File: src/rtl/card_renderer_pkg.sv
// Shared opcodes, FSM states, glyph placement and fixed ink colours for the card renderer.
// No logic here; imported by the renderer top and its glyph ROM.
package card_renderer_pkg;

    typedef enum logic [1:0] {
        CMD_CLEAR = 2'd0,
        CMD_FACE  = 2'd1,
        CMD_BACK  = 2'd2,
        CMD_ERASE = 2'd3
    } cmd_e;

    typedef enum logic [1:0] {
        IDLE = 2'd0,
        CLR  = 2'd1,
        RECT = 2'd2
    } state_e;

    localparam int GLYPH_W  = 3;
    localparam int GLYPH_H  = 5;
    localparam int GLYPH_OX = 2;
    localparam int GLYPH_OY = 2;

    localparam logic [2:0] RED   = 3'b100;
    localparam logic [2:0] BLACK = 3'b000;

endpackage

File: src/rtl/card_glyph_rom.sv
// Combinational 3x5 rank glyph lookup; zero latency, no flow control.
// Invalid ranks and out-of-range row/col read as background (0).
module card_glyph_rom
    import card_renderer_pkg::*;
(
    input  logic [3:0] rank_i,
    input  logic [2:0] row_i,
    input  logic [1:0] col_i,
    output logic       pix_o
);

    logic [14:0] bits;
    logic [3:0]  idx;

    // Five rows of three bits, top row first, leftmost column in the MSB of each row.
    always_comb begin
        case (rank_i)
            4'd1:    bits = 15'b010_101_111_101_101;
            4'd2:    bits = 15'b111_001_111_100_111;
            4'd3:    bits = 15'b111_001_111_001_111;
            4'd4:    bits = 15'b101_101_111_001_001;
            4'd5:    bits = 15'b111_100_111_001_111;
            4'd6:    bits = 15'b111_100_111_101_111;
            4'd7:    bits = 15'b111_001_001_001_001;
            4'd8:    bits = 15'b111_101_111_101_111;
            4'd9:    bits = 15'b111_101_111_001_111;
            4'd10:   bits = 15'b111_010_010_010_010;
            4'd11:   bits = 15'b001_001_001_101_111;
            4'd12:   bits = 15'b111_101_101_111_001;
            4'd13:   bits = 15'b101_110_100_110_101;
            default: bits = '0;
        endcase
        idx   = {1'b0, row_i} * 4'd3 + {2'b00, col_i};
        pix_o = 1'b0;
        if (row_i < 3'(GLYPH_H) && col_i < 2'(GLYPH_W))
            pix_o = bits[4'd14 - idx];
    end

endmodule

File: src/rtl/card_renderer.sv
// One drawing command per write, one registered pixel per cycle; waitrequest holds off new writes.
// CARD_BORDER_EN adds a black 1-pixel outline to FACE/BACK without changing cycle counts.
module card_renderer
    import card_renderer_pkg::*;
#(
    parameter int            SCR_W       = 160,
    parameter int            SCR_H       = 120,
    parameter int            XW          = 8,
    parameter int            YW          = 7,
    parameter int            CW          = 3,
    parameter int            CARD_W      = 12,
    parameter int            CARD_H      = 16,
    parameter logic [CW-1:0] BG_COLOUR   = 3'b010,
    parameter logic [CW-1:0] FACE_COLOUR = 3'b111,
    parameter logic [CW-1:0] BACK_COLOUR = 3'b001
) (
    input  logic             clk,
    input  logic             rst_n,
    input  logic             write,
    input  logic [1:0]       cmd,
    input  logic [5:0]       card,
    input  logic [XW+YW-1:0] orig,
    output logic             waitrequest,
    output logic [XW-1:0]    vga_x,
    output logic [YW-1:0]    vga_y,
    output logic [CW-1:0]    vga_colour,
    output logic             vga_plot
);

    state_e        state_q;
    cmd_e          cmd_q;
    logic [5:0]    card_q;
    logic [XW-1:0] ox_q;
    logic [YW-1:0] oy_q;
    logic [XW:0]   cx_q;
    logic [YW:0]   cy_q;

    logic [XW:0]   px_d, x_last;
    logic [YW:0]   py_d, y_last;
    logic          in_glyph, is_pip, rank_ok, glyph_bit;
    logic [CW-1:0] ink, rect_colour;
    logic [2:0]    g_row;
    logic [1:0]    g_col;

    // Counters are relative to the card origin in RECT, absolute in CLR; one extra bit avoids wrap.
    assign px_d   = (state_q == CLR) ? cx_q : ({1'b0, ox_q} + cx_q);
    assign py_d   = (state_q == CLR) ? cy_q : ({1'b0, oy_q} + cy_q);
    assign x_last = (state_q == CLR) ? (XW+1)'(SCR_W - 1) : (XW+1)'(CARD_W - 1);
    assign y_last = (state_q == CLR) ? (YW+1)'(SCR_H - 1) : (YW+1)'(CARD_H - 1);

    assign in_glyph = (cx_q >= (XW+1)'(GLYPH_OX)) && (cx_q < (XW+1)'(GLYPH_OX + GLYPH_W)) &&
                      (cy_q >= (YW+1)'(GLYPH_OY)) && (cy_q < (YW+1)'(GLYPH_OY + GLYPH_H));
    assign is_pip   = (cx_q == (XW+1)'(CARD_W - 3)) && (cy_q == (YW+1)'(CARD_H - 3));
    assign rank_ok  = (card_q[3:0] >= 4'd1) && (card_q[3:0] <= 4'd13);
    assign ink      = (card_q[5:4] < 2'd2) ? CW'(RED) : CW'(BLACK);
    assign g_col    = 2'(cx_q - (XW+1)'(GLYPH_OX));
    assign g_row    = 3'(cy_q - (YW+1)'(GLYPH_OY));

    card_glyph_rom u_glyph (
        .rank_i (card_q[3:0]),
        .row_i  (g_row),
        .col_i  (g_col),
        .pix_o  (glyph_bit)
    );

`ifdef CARD_BORDER_EN
    logic on_edge;
    assign on_edge = (cx_q == '0) || (cx_q == (XW+1)'(CARD_W - 1)) ||
                     (cy_q == '0) || (cy_q == (YW+1)'(CARD_H - 1));
`endif

    always_comb begin
        rect_colour = BG_COLOUR;
        case (cmd_q)
            CMD_FACE: rect_colour = ((in_glyph && glyph_bit) || (is_pip && rank_ok)) ? ink : FACE_COLOUR;
            CMD_BACK: rect_colour = (cx_q[1] ^ cy_q[1]) ? FACE_COLOUR : BACK_COLOUR;
            default:  rect_colour = BG_COLOUR;
        endcase
`ifdef CARD_BORDER_EN
        if ((cmd_q == CMD_FACE || cmd_q == CMD_BACK) && on_edge)
            rect_colour = CW'(BLACK);
`endif
    end

    always_ff @(posedge clk) begin
        if (!rst_n) begin
            state_q     <= IDLE;
            cmd_q       <= CMD_CLEAR;
            card_q      <= '0;
            ox_q        <= '0;
            oy_q        <= '0;
            cx_q        <= '0;
            cy_q        <= '0;
            waitrequest <= 1'b0;
            vga_plot    <= 1'b0;
            vga_x       <= '0;
            vga_y       <= '0;
            vga_colour  <= '0;
        end else begin
            vga_plot <= 1'b0;
            case (state_q)
                IDLE: begin
                    if (write) begin
                        cmd_q       <= cmd_e'(cmd);
                        card_q      <= card;
                        ox_q        <= orig[XW+YW-1:YW];
                        oy_q        <= orig[YW-1:0];
                        cx_q        <= '0;
                        cy_q        <= '0;
                        waitrequest <= 1'b1;
                        state_q     <= (cmd_e'(cmd) == CMD_CLEAR) ? CLR : RECT;
                    end
                end
                CLR, RECT: begin
                    vga_x      <= px_d[XW-1:0];
                    vga_y      <= py_d[YW-1:0];
                    vga_colour <= (state_q == CLR) ? BG_COLOUR : rect_colour;
                    // Off-screen pixels still take their cycle, they just are not plotted.
                    vga_plot   <= (px_d < (XW+1)'(SCR_W)) && (py_d < (YW+1)'(SCR_H));
                    if (cx_q == x_last) begin
                        cx_q <= '0;
                        if (cy_q == y_last) begin
                            cy_q        <= '0;
                            state_q     <= IDLE;
                            waitrequest <= 1'b0;
                        end else begin
                            cy_q <= cy_q + (YW+1)'(1);
                        end
                    end else begin
                        cx_q <= cx_q + (XW+1)'(1);
                    end
                end
                default: state_q <= IDLE;
            endcase
        end
    end

endmodule

File: config.mk
export PLATFORM = sky130hd
export DESIGN_NAME = card_renderer
export DESIGN_NICKNAME = d
export VERILOG_FILES = /design/src/rtl/card_renderer_pkg.sv /design/src/rtl/card_glyph_rom.sv /design/src/rtl/card_renderer.sv
export SDC_FILE = /design/constraint.sdc
export NUM_CORES = 1
export LEC_CHECK = 0
export ABC_AREA = 0
export BUFFER_PORTS_ARGS = -buffer_cell sky130_fd_sc_hd__buf_2
export CAP_MARGIN = 20
export CORE_AREA = 2 2 108 110
export CTS_BUF_LIST = sky130_fd_sc_hd__clkbuf_2 sky130_fd_sc_hd__clkbuf_4 sky130_fd_sc_hd__clkbuf_8
export DETAILED_ROUTE_END_ITERATION = 10
export DIE_AREA = 0 0 110 112
export PLACE_DENSITY = 0.58
export SETUP_SLACK_MARGIN = 0.3
export SLEW_MARGIN = 20
export SYNTH_ARGS = -nofsm -noshare
export SYNTH_HDL_FRONTEND = slang
export SYNTH_SLANG_ARGS = --single-unit
File: constraint.sdc
create_clock -name clk -period 5.45 [get_ports clk]
set_clock_uncertainty 0.2 [all_clocks]
set_input_delay 0.545 -clock clk [delete_from_list [all_inputs] [get_ports clk]]
set_output_delay 0.545 -clock clk [all_outputs]
set_load 0.01 [all_outputs]
==> results.md <==
- The flow ran to the end, and the final reports show no timing, DRC or antenna violations.
- Clock tree synthesis inserted a total of 9 buffers.
- The maximum ir drop on the vdd rail is around 0.19 mV.
- The power per standard cell area is between 400 and 500 mW/mm^2.
- The final hold violation count is 0.
- Max-cap violations in this run came to 0.
- The number of setup violations in the final report is 0.
- The worst setup path is captured at a flip-flop.
- At the end of the flow, the number of nets in the layout was 629.
- Summed over all cells, the static leakage comes to ~2.0 nW.
- The total overflow reported by the global router is 0.
- The worst min-delay path class is input port to flip-flop.
- The routed via count divided by cell count is 5.25.
- The pin count of the biggest net entering global routing is 40.
- The remaining antenna violation count after routing is 0.
- In the post-synthesis netlist, the biggest area contributors are sky130_fd_sc_hd__dfxtp_1 35%, sky130_fd_sc_hd__ha_1 9.7%, sky130_fd_sc_hd__nand2_1 6.1%, sky130_fd_sc_hd__a21oi_1 5.8%, sky130_fd_sc_hd__nor2_1 5.1%.
- The share of synthesized area in the top cell type comes to 0.347.
- After routing, the total negative slack on setup checks comes to 0 ns.
- The first global-routing pass estimated roughly 17,000 um of wire.
- The endpoint arrival time on the critical path is 3.52 ns.
- The synthesized netlist occupies a cell area of approximately 0.0044 sq mm.
- Subtracting the final worst setup slack from the clock period gives 3.42 ns.
- The maximum buffer depth of the clock tree is 2.
- Of the synthesized area, sequential elements account for 0.347.
- Of all nets on the critical path, the largest fanout is 13.
- Hold is met by just over 0.2 ns.
- For this run, the detailed router's first-pass iteration total came to 4.
- The max-slew violation count is 0.
- The main flop type after synthesis is sky130_fd_sc_hd__dfxtp_1.
- The synthesized netlist net count is 599.
- In this run, post-CTS hold repair placed 0 buffers.
- The cell at the root of the clock tree is sky130_fd_sc_hd__clkbuf_8.
- The number of enable flip-flop cells after synthesis is 0.
- The yosys synthesis warning count is 0.
- Counting flops with an async set or reset pin after synthesis yields a share of 0.
- The register bit total from synthesis is 76.
- The critical path start-end classification is flip-flop to flip-flop.
- The total DRC errors in the routed layout is 0.
- The actual transition at the worst max-transition pin is between 1 and 1.5 ns.
- For this design the top-level I/O count stands at 46.
- In this run, the number of DRC markers left after iteration 0 of detailed routing was 172.
- The top achievable clock speed is ~290 MHz.
- The placement row count is 39.
- The via count of the first global-routing pass is ~3,700.
- In the final layout, the share of cells above drive strength 1 is 0.137.
- The initial cell density of the core is 0.393.
- Of all cell types, the one taking the most synthesized area is sky130_fd_sc_hd__dfxtp_1.
- The global placement routability congestion is 0.854.
- The initial antenna violation count is 1.
- The worst path required time is ~5.6 ns.
- The tree built by TritonCTS fans out to 76 sinks.
- The kind of start point of the critical path is a flip-flop.
- The area growth from synthesis to layout is 12.8%.
- The placed instance count is ~700.
- Setup repair after global routing left no endpoint under its margin.
- The die covers between 0.01 and 0.015 sq mm.
- The slack of the critical path is 2.03 ns.
- Clock latency on the worst-skew pair, taken at its later pin, is about 0.37 ns.
- The total via count in the routed design is 3,743.
- The number of levels the H-tree was split into is 3.
- The power consumption is roughly 2.2 mW.
- In this run the standard cell core region covers around 0.011 sq mm.
- In this run the tool buffered the top-level ports with 44 buffer cells.
- The die is 112 um tall.
- Prior to clock tree synthesis, the placed netlist has a worst setup slack of between 2 and 2.5 ns.
- Wires add up to between 10,000 and 15,000 um.
- The cell count after synthesis is about 540.
- The count of placed standard cells in the final layout, fillers left out is around 700.
- The TritonCTS clock tree is built.
- After synthesis, the netlist uses 64 different library cells.
- The share of the clock period used by the worst path after layout is 0.627.
- The post-detailed-route wirelength per cell is about 14 um.
- The width of the die is about 110 um.
- The number of gates resized after CTS is 0.
- 0 antenna diodes ended up in the layout.
- The wire-length estimate of the detail-placed layout is roughly 7500 um.
- The worst relative slew slack is 0.329.
- The mean area per synthesized cell is a little over 8 sq um.
- The CTS clock-pin slew for the worst setup and hold paths is 0.08 ns.
- In the global route stage, overall resource usage came out at 0.182.
- The buffer count from post-CTS setup fixing is 0.
synthesized netlist by cell type, types with 2 or more instances:
master                      instances
sky130_fd_sc_hd__buf_1              4
sky130_fd_sc_hd__ha_1              34
sky130_fd_sc_hd__o22ai_1            2
sky130_fd_sc_hd__dfxtp_1           76
sky130_fd_sc_hd__o31a_1             2
sky130_fd_sc_hd__nor3_1             8
sky130_fd_sc_hd__nand3_1           12
sky130_fd_sc_hd__xor2_1            12
sky130_fd_sc_hd__nand2b_1           3
sky130_fd_sc_hd__clkinv_1           2
sky130_fd_sc_hd__inv_1             26
sky130_fd_sc_hd__a211o_1            2
sky130_fd_sc_hd__mux4_2             3
sky130_fd_sc_hd__and3_1             4
sky130_fd_sc_hd__o311ai_0           2
sky130_fd_sc_hd__mux2i_1           14
sky130_fd_sc_hd__o21a_1             4
sky130_fd_sc_hd__nand3b_1           2
sky130_fd_sc_hd__o21bai_1           2
sky130_fd_sc_hd__fa_1               4
sky130_fd_sc_hd__nand4_1            7
sky130_fd_sc_hd__a21oi_2            3
sky130_fd_sc_hd__a31oi_1            5
sky130_fd_sc_hd__o21ai_0           28
sky130_fd_sc_hd__o211ai_1           2
sky130_fd_sc_hd__a21o_1             3
sky130_fd_sc_hd__buf_2              9
sky130_fd_sc_hd__a21oi_1           51
sky130_fd_sc_hd__a211oi_1          12
sky130_fd_sc_hd__nor2_1            60
sky130_fd_sc_hd__a311oi_1           3
sky130_fd_sc_hd__nor2b_1            6
sky130_fd_sc_hd__xnor2_1            8
sky130_fd_sc_hd__nor3b_1            2
sky130_fd_sc_hd__and2_1             4
sky130_fd_sc_hd__nand2_1           71
sky130_fd_sc_hd__or3_1              2
sky130_fd_sc_hd__a22o_1             2
sky130_fd_sc_hd__a2111oi_0          2
sky130_fd_sc_hd__clkbuf_1          13
flip-flops by register name (all words and copies together) (netlist names):
register,count
ox_q,8
cy_q,8
vga_plot,1
waitrequest,1
oy_q,7
cx_q,9
cmd_q,2
state_q,2
vga_y,7
vga_colour,3
vga_x,8
card_q,5
u_glyph.bits,15
cell usage in the layout (no fill, tap or decap), types with 12 or more instances in the layout:
cell,instances
sky130_fd_sc_hd__mux2i_1,14
sky130_fd_sc_hd__o21ai_0,28
sky130_fd_sc_hd__a211oi_1,12
sky130_fd_sc_hd__inv_1,26
sky130_fd_sc_hd__ha_1,34
sky130_fd_sc_hd__nand3_1,12
sky130_fd_sc_hd__clkbuf_8,13
sky130_fd_sc_hd__nand2_1,71
sky130_fd_sc_hd__nor2_1,60
sky130_fd_sc_hd__dfxtp_1,76
sky130_fd_sc_hd__buf_2,44
sky130_fd_sc_hd__a21oi_1,51
sky130_fd_sc_hd__xor2_1,12
final cells by class:
class                   count  area, sq um
well taps                 143          179
flip-flops and latches     76         1520
fillers                  1135         6220
clock inverters             3         90.1
repair buffers             47          243
inverters                  29          109
multi-input cells         402         2630
clock buffers              13          179
worst paths after layout:
path                    start             to  slack (ns)  cells after the start
setup / recovery      cx_q[1]  vga_colour[2]        2.03                      9
setup reg to reg      cx_q[1]  vga_colour[2]        2.03                      9
hold reg to reg   waitrequest    waitrequest        0.26                      2
hold / removal        orig[0]        oy_q[0]        0.21                      3
worst max-delay path, cell delays in order, from the launching register on:
cell and delay (ns):
sky130_fd_sc_hd__dfxtp_1 0.65, sky130_fd_sc_hd__inv_1 0.16, sky130_fd_sc_hd__fa_1 0.56, sky130_fd_sc_hd__inv_1 0.07, sky130_fd_sc_hd__fa_1 0.62, sky130_fd_sc_hd__mux4_2 0.52, sky130_fd_sc_hd__mux2i_1 0.14, sky130_fd_sc_hd__mux2i_1 0.11
sky130_fd_sc_hd__o21ba_2 0.22, sky130_fd_sc_hd__a21oi_1 0.11
kinds of logic after synthesis:
group           after synthesis  synth area share
mux                          19            0.0524
flops                        76             0.347
fa+ha+maj                    38             0.115
compound gates              137             0.199
simple gates                188             0.193
buf+inv                      57            0.0539
xor+xnor                     20            0.0399
report_power, final:
| group | leakage [nW] | switching, mW | internal (mW) |
|---|---|---|---|
| clock | 0.136 | 0.208 | 0.354 |
| sequential | 0.624 | 0.0760 | 0.692 |
| combinational | 1.25 | 0.546 | 0.359 |
routing by layer:
metal  part of all wire  GRT usage  vias up
met5             0.0015          0        -
met4              0.026     0.0734        2
met3              0.045     0.0632       24
met2               0.46      0.284       79
met1               0.47      0.228     1708
li1                   -          -     1930
through the flow:
step                instance area (sq um)  utilization
floorplan                            4390            -
global placement                     4680        0.419
detailed placement                   4680        0.419
CTS                                  4950        0.443
global route                         4950        0.443
finish                               4950        0.443
Note: power is estimated with default switching activity, not from simulation.
